`src/rtl/lifo_stack_if.sv`:
```
// Handshake and status bundle between a stack client (master) and lifo_stack (slave).
// Width parameters must match the ones given to the lifo_stack instance.
interface lifo_stack_if #(
    parameter int DATA_WIDTH = 8,
    parameter int DEPTH      = 256
);
    localparam int CW = $clog2(DEPTH + 1);

    logic                  push;
    logic [DATA_WIDTH-1:0] push_data;
    logic                  pop;
    logic                  flush;
    logic                  err_clr;
    logic [DATA_WIDTH-1:0] top_data;
    logic [CW-1:0]         count;
    logic                  empty;
    logic                  full;
    logic                  overflow;
    logic                  underflow;

    modport master (
        output push, push_data, pop, flush, err_clr,
        input  top_data, count, empty, full, overflow, underflow
    );

    modport slave (
        input  push, push_data, pop, flush, err_clr,
        output top_data, count, empty, full, overflow, underflow
    );
endinterface

```
`src/rtl/lifo_stack.sv`:
```
// Parametrised LIFO stack: all DEPTH entries usable, same-cycle push+pop replaces the top,
// flush, occupancy count and sticky overflow/underflow flags. Top-of-stack is combinational.
module lifo_stack #(
    parameter int DATA_WIDTH = 8,
    parameter int DEPTH      = 256
) (
    input  logic          clk,
    input  logic          rst_n,
    lifo_stack_if.slave   bus
);
    localparam int CW = $clog2(DEPTH + 1);
    localparam int AW = $clog2(DEPTH);
    localparam logic [CW-1:0] ONE_C   = {{(CW-1){1'b0}}, 1'b1};
    localparam logic [CW-1:0] DEPTH_C = CW'(DEPTH);

    logic [DATA_WIDTH-1:0] mem_r [DEPTH];
    logic [CW-1:0]         count_r;
    logic [CW-1:0]         count_nxt_s;
    logic                  ovf_r;
    logic                  unf_r;
    logic                  ovf_set_s;
    logic                  unf_set_s;
    logic                  wr_en_s;
    logic [AW-1:0]         wr_idx_s;
    logic [AW-1:0]         top_idx_s;
    logic                  empty_s;
    logic                  full_s;

    assign empty_s   = (count_r == {CW{1'b0}});
    assign full_s    = (count_r == DEPTH_C);
    assign top_idx_s = AW'(count_r - ONE_C);

    // Next-state decode: flush wins over push/pop; a failed pop on empty still lets a push land.
    always_comb begin
        count_nxt_s = count_r;
        ovf_set_s   = 1'b0;
        unf_set_s   = 1'b0;
        wr_en_s     = 1'b0;
        wr_idx_s    = AW'(count_r);
        if (bus.flush) begin
            count_nxt_s = {CW{1'b0}};
        end else begin
            case ({bus.push, bus.pop})
                2'b10: begin
                    if (full_s) begin
                        ovf_set_s = 1'b1;
                    end else begin
                        wr_en_s     = 1'b1;
                        count_nxt_s = count_r + ONE_C;
                    end
                end
                2'b01: begin
                    if (empty_s) begin
                        unf_set_s = 1'b1;
                    end else begin
                        count_nxt_s = count_r - ONE_C;
                    end
                end
                2'b11: begin
                    wr_en_s = 1'b1;
                    if (empty_s) begin
                        unf_set_s   = 1'b1;
                        wr_idx_s    = {AW{1'b0}};
                        count_nxt_s = ONE_C;
                    end else begin
                        wr_idx_s = top_idx_s;
                    end
                end
                default: begin
                    count_nxt_s = count_r;
                end
            endcase
        end
    end

    // Occupancy and sticky error flags; a new error in the same cycle beats err_clr.
    always_ff @(posedge clk or negedge rst_n) begin
        if (!rst_n) begin
            count_r <= {CW{1'b0}};
            ovf_r   <= 1'b0;
            unf_r   <= 1'b0;
        end else begin
            count_r <= count_nxt_s;
            ovf_r   <= ovf_set_s | (ovf_r & ~bus.err_clr);
            unf_r   <= unf_set_s | (unf_r & ~bus.err_clr);
        end
    end

    // Storage is deliberately not reset; it is only ever exposed through a nonzero count.
    always_ff @(posedge clk) begin
        if (wr_en_s) begin
            mem_r[wr_idx_s] <= bus.push_data;
        end
    end

    assign bus.top_data  = empty_s ? {DATA_WIDTH{1'b0}} : mem_r[top_idx_s];
    assign bus.count     = count_r;
    assign bus.empty     = empty_s;
    assign bus.full      = full_s;
    assign bus.overflow  = ovf_r;
    assign bus.underflow = unf_r;
endmodule

```
`src/flat_wrapper.sv`:
```
// flat-port wrapper written by rule: the top's interface ports become plain ports
module lifo_stack_flat 
#(
    parameter int DATA_WIDTH = 8,
    parameter int DEPTH      = 256
)
  (clk, rst_n, bus_push, bus_push_data, bus_pop, bus_flush, bus_err_clr, bus_top_data, bus_count, bus_empty, bus_full, bus_overflow, bus_underflow);
  lifo_stack_if #(.DATA_WIDTH(DATA_WIDTH), .DEPTH(DEPTH)) bus_i ();
  input  logic clk;
  input  logic rst_n;
  input wire logic [$bits(bus_i.push)-1:0] bus_push;
  input wire logic [$bits(bus_i.push_data)-1:0] bus_push_data;
  input wire logic [$bits(bus_i.pop)-1:0] bus_pop;
  input wire logic [$bits(bus_i.flush)-1:0] bus_flush;
  input wire logic [$bits(bus_i.err_clr)-1:0] bus_err_clr;
  output wire logic [$bits(bus_i.top_data)-1:0] bus_top_data;
  output wire logic [$bits(bus_i.count)-1:0] bus_count;
  output wire logic [$bits(bus_i.empty)-1:0] bus_empty;
  output wire logic [$bits(bus_i.full)-1:0] bus_full;
  output wire logic [$bits(bus_i.overflow)-1:0] bus_overflow;
  output wire logic [$bits(bus_i.underflow)-1:0] bus_underflow;
  assign bus_i.push = bus_push;
  assign bus_i.push_data = bus_push_data;
  assign bus_i.pop = bus_pop;
  assign bus_i.flush = bus_flush;
  assign bus_i.err_clr = bus_err_clr;
  assign bus_top_data = bus_i.top_data;
  assign bus_count = bus_i.count;
  assign bus_empty = bus_i.empty;
  assign bus_full = bus_i.full;
  assign bus_overflow = bus_i.overflow;
  assign bus_underflow = bus_i.underflow;
  lifo_stack #(.DATA_WIDTH(DATA_WIDTH), .DEPTH(DEPTH)) u_core (.clk(clk), .rst_n(rst_n), .bus(bus_i));
endmodule
```
`config.mk`:
```
export PLATFORM = sky130hd
export DESIGN_NAME = lifo_stack_flat
export DESIGN_NICKNAME = d
export VERILOG_FILES = /design/src/rtl/lifo_stack_if.sv /design/src/rtl/lifo_stack.sv /design/src/flat_wrapper.sv
export SDC_FILE = /design/constraint.sdc
export NUM_CORES = 2
export LEC_CHECK = 0
export CORE_MARGIN = 2
export CORE_UTILIZATION = 35
export DETAILED_ROUTE_END_ITERATION = 12
export GPL_TIMING_DRIVEN = 1
export SKIP_LAST_GASP = 1
export SYNTH_ARGS = -nofsm -noshare
export SYNTH_HDL_FRONTEND = slang
export SYNTH_SLANG_ARGS = --single-unit
```
`constraint.sdc`:
```
create_clock -name clk -period 9.64 [get_ports clk]
set_input_delay 0.964 -clock clk [delete_from_list [all_inputs] [get_ports clk]]
set_output_delay 0.964 -clock clk [all_outputs]
set_load 0.005 [all_outputs]
```
* Word level (Yosys, flattened, before mapping)
Memory sizes are Yosys's and may differ from the RTL's.
Index checks and enable logic that the tools add are counted.
** Cells by class
- Add/sub/neg operators :: 2
- Multiply operators :: 0
- Div/mod/pow operators :: 0
- $lt $le $gt $ge :: 0
- Equal/unequal tests :: 7
- Shift operators :: 0
- Mux-type cells :: 20
- Bitwise operators :: 5
- Reductions and logical operators :: 4
** Operators by type and width (number)
- 9-bit two-way mux :: 4
- 8-bit two-way mux :: 4
- 9-bit one-hot mux with 3 select lines :: 1
- 1-bit two-way mux :: 10
- 9-bit by 1-bit adder with 9-bit output (second input constant) :: 1
- 9-bit == test (second input constant) :: 1
- 9-bit zero test :: 1
- 9-bit by 1-bit subtractor with 9-bit output (second input constant) :: 1
- 3-bit inequality test (second input constant) :: 2
- 2-bit == test (second input constant) :: 2
- 4-bit AND reduction :: 1
- 4-bit nonzero test :: 1
- 3-bit by 2-bit inequality test with 1-bit output (second input constant) :: 1
- 1-bit bitwise AND :: 2
- 2-bit by 1-bit == test with 1-bit output (second input constant) :: 1
- 1-bit bitwise OR :: 2
- 1-bit one-hot mux with 2 select lines :: 1
- 2-bit OR reduction :: 1
- 1-bit inverter :: 1
** Word-level totals
- Bits in registers :: 11
- Bits in latches :: 0
- Memory bits (writable) :: 2048
- Memory bits (read-only) :: 0
- Input bits :: 14
- Output and inout port bits :: 21
- Word-level logic and storage cells :: 42
- Memories :: 1
** Memory list
- u_core.mem_r :: words 256, bits a word 8, read ports 1, clocked after memory_dff 0, write ports 1, RTL line lifo_stack.sv:16 : logic [DATA_WIDTH-1:0] mem_r [DEPTH];

* Logic depth before layout (Yosys ltp)
- Depth in word-level cells :: 6
- Gate-level depth with buffers :: 19
- Depth with buffers taken out :: 10

* Worst setup path after synthesis
OpenSTA, ideal clock, no wires.
- Path kind :: reg-to-output
- Start point :: register u_core.count_r[0], in the netlist u_core.bus.count[0]
- End point :: output port bus_top_data[0]
- Data arrival time :: 3.749 ns
- Data required time :: 8.676 ns
- Setup slack :: 4.927 ns
- Stages on the path, launching flop included :: 18
- Buffers on the path :: 9
- Cell sequence :: dfrtp_1 -> buf_4 -> buf_6 -> buf_4 -> inv_2 -> buf_2 -> buf_2 -> ha_1 -> buf_4 -> xor2_4 -> buf_8 -> buf_4 -> buf_4 -> mux4_2 -> a22o_1 -> a31oi_1 -> o22ai_1 -> a41o_1
** Between the ends
- Word-level cells in the longest chain between the ends :: 3
- Elaborated cells on any way between the ends :: 4
- Classes of those cells :: add/sub (1); mux (1); reduce/logical (1); memory (1)
** RTL lines
- from (decl) :: RTL line lifo_stack.sv:17 : logic [CW-1:0] count_r;
- from (signal assigned) :: RTL line lifo_stack.sv:79 : count_r <= {CW{1'b0}};
- from (signal assigned) :: RTL line lifo_stack.sv:83 : count_r <= count_nxt_s;
- 9-bit by 1-bit subtractor with 9-bit output :: RTL line lifo_stack.sv:31 : assign top_idx_s = AW'(count_r - ONE_C);
- memory read 256 x 8 bit
- 8-bit two-way mux (*) :: RTL line lifo_stack.sv:96 : assign bus.top_data = empty_s ? {DATA_WIDTH{1'b0}} : mem_r[top_idx_s];
- to (decl) :: RTL line flat_wrapper.sv:16 : output wire logic [$bits(bus_i.top_data)-1:0] bus_top_data;
Every way passes the cells marked *; elsewhere a longest branch is shown, timed or not.

* Worst setup path in the final report
- Start point :: register u_core.count_r[0], in the netlist u_core.bus.count[0]
- End point :: output port bus_top_data[1]
The elaborated chain is that of the path after synthesis.

==> results.txt <==
status: finished clean
Die W: 486.4 µm
CTS sink count: 2059
achievable clock frequency: 125.8 MHz
area leader, netlist: edfxtp_1
Total Power: 28.45 mW
largest net degree at the start of global routing: 166
Synth Area in Adders: 0.0003072
Post-Syn Instances: 3970
count of final max-slew check failures: 0
ys flop type: edfxtp_1
mapped cell area: 81450 µm²
skew final: 41.89 ps
flops & latches, synth: 2059
RSZ-0062 raised after global routing: false
Worst R2R Setup Slack: 2690 ps
Post-synth EDFFs: 2048
Crit Reg-Reg Endpoint: u_core.mem_r[4][3]$_DFFE_PP_
simple-gate area share of the yosys netlist: 0.03518
worst slew pin tran: 1361 ps
Hold Buf Count CTS: 0
worst vdd ir: 0.4976 mV
GPL Wtd Cong: 0.8714
chip height: 486.4 µm
CP Launch Type: flip-flop
Util after Layout: 0.3947
post-synthesis sequential area ratio: 0.7584
Fin Hold WS: 575.6 ps
Core ar.: 232100 µm²
initial core utilization: 0.3509
Synth-to-Final Area Change: 12.46%
Hold WC Path Type: in -> async
# IOs: 35
most frequent cells after synthesis: 2048 x edfxtp_1, 503 x mux4_2, 297 x nor2_1
final setup TNS: 0 ps
row cnt: 177
MaxCap Viol Count: 0
Tcrit/Tclk final: 0.8248
WP data required: 8680 ps
fin nets: 4040
YS warnings: 0
WL per Instance: 28.10 µm
total setup buffers inserted after CTS: 0
power per cell area: 310.6 nW/µm²
largest family of logic cells by synthesized area: multiplexers
CTS tree: yes
mux cell area share after synthesis: 0.1631
reg2reg path depth: 9
final WL: 203300 µm
Max-slew headroom: 0.09296
# resized after CTS: 0
total CTS buffers: 204
full die area: 236600 µm²
gr ovfl total: 0
number of vias per cell: 5.465
depth of the CTS H-tree: 4
xor and xnor fraction of the mapped netlist area: 0.001505
leakage power total: 27.78 nW
DRT iter0 DRCs: 4550
initial antenna violation count: 4
First-pass DRT Iterations: 7
clk_lat worst skew: 880 ps
Post-Syn Nets: 3986
via count: 39540
share of layout cells above drive strength 1: 0.2173
first-pass GRT wire length: 292600 µm
minimum clock period: 7951 ps
r2r startpoint: u_core.bus.count[0]$_DFFE_PN0P_
worst setup path class: reg -> out
buffers added on ports: 34
ys async rst share: 0.005342
post-detailed-route DRC marker count: 0
most frequent cell after synthesis: edfxtp_1
dpl hpwl: 120200 µm
Clk pin slew, worst setup/hold paths: 60 ps
post-synthesis compound-gate area fraction: 0.02435
Total GRT Usage: 0.1699
worst-path fanout max: 62
Worst Path Arrival: 6990 ps
clock root cell: clkbuf_16
CP Capture Type: output port
vias in the first global route: 39650
CTS max path bufs: 3
Syn Area/Cell: 20.52 µm²
Final ANT Viol Nets: 0
final hold vios: 0
final setup vio count: 0
post-synthesis cell type count: 80
top-area cell type share of the netlist area: 0.7551
top post-synthesis cells by area: edfxtp_1 76%, mux4_2 14%, mux2i_1 1.6%
registers in the layout, indices dropped and copies added (netlist names):
name,cells
u_core.bus.count,9
u_core.bus.underflow,1
u_core.mem_r,2048
u_core.bus.overflow,1
cell type report:
cell class                 count  area, µm²
timing repair buffer          96      982.2
clock buffer                 244       5276
fill                       20400     140500
multi-input combinational   1651      18360
antenna                        5      12.51
sequential                  2059      61780
tap                         3043       3807
clock inverter               125       1335
inverter                      12      47.55
layout by cell type, fill, tap and decap left out, types with 6 or more instances in the layout:
cell type	Yosys	layout
clkinv_2	0	27
a211oi_1	19	19
nor3_1	15	15
nand4_1	6	6
mux2i_1	131	131
a21oi_1	36	36
inv_1	10	10
o21ai_0	38	38
clkinv_16	0	12
o211ai_1	16	16
mux4_1	10	10
a32o_1	6	6
a22o_1	20	20
clkbuf_16	0	205
edfxtp_1	2048	2048
a222oi_1	14	14
a41o_1	6	6
o22ai_1	24	24
nand3_1	110	109
buf_8	1	7
nor2_1	297	296
mux4_2	503	503
o21a_1	10	10
mux2_2	34	34
clkbuf_1	76	39
a22oi_1	8	8
clkinv_1	1	56
buf_4	37	51
a31oi_1	44	44
bufinv_16	0	16
clkdlybuf4s50_1	0	26
buf_12	3	11
dfrtp_1	11	10
nand2_1	210	210
critical path: stages, from the launching register on:
cell and delay (ps):
dfrtp_4 740, inv_4 660, ha_4 390, xor2_4 770, buf_12 370, buf_12 450, mux4_2 560, mux2i_1 310
a222oi_1 200, a31oi_1 580, o22ai_1 150, a41o_1 340, clkdlybuf4s50_1 490
logic make-up after synthesis:
group,Yosys count
DFF,2059
and+or+nand+nor,680
muxes,678
AOI/OAI and AO/OA,280
buffers and inverters,260
xor gates and xnor gates,11
adders and majority gates,2
worst max path at each step:
| stage | slack, ps | cells past startpoint | startpoint | end |
|---|---|---|---|---|
| final | 1690 | 12 | u_core.bus.count[0]$_DFFE_PN0P_ | bus_top_data[1] |
| after global routing | 1320 | 12 | u_core.bus.count[0]$_DFFE_PN0P_ | bus_top_data[4] |
| after CTS | 1500 | 12 | u_core.bus.count[0]$_DFFE_PN0P_ | bus_top_data[4] |
| after detailed placement | 2430 | 12 | u_core.bus.count[0]$_DFFE_PN0P_ | bus_top_data[4] |
| after global placement | 2430 | 12 | u_core.bus.count[0]$_DFFE_PN0P_ | bus_top_data[4] |
| after floorplan | 4930 | 17 | u_core.bus.count[0]$_DFFE_PN0P_ | bus_top_data[0] |
stage by stage:
stage	setup WS, ps	instance area [µm²]	std cells
floorplan	4927	81450	3970
global placement	2427	84970	6861
detailed placement	2427	84970	6861
CTS	1503	91590	7230
global route	1318	91590	7233
finish	1689	91600	7235
where the power goes:
part           internal (mW)  total (mW)  switching, mW
Clock                   4.37        7.83           3.46
Sequential              9.89        9.97         0.0830
Combinational           4.29        10.7           6.37
Total                   18.5        28.5           9.91
layer usage:
layer | track usage | up-vias | routed length, µm
met1 | 0.2320 | 21120 | 83900
met3 | 0.02690 | 354 | 12940
met2 | 0.2706 | 1545 | 97690
met4 | 0.07300 | 2 | 8737
li1 | - | 16520 | -
met5 | 0 | - | 17
No activity file was read; power rests on OpenSTA's default activity.
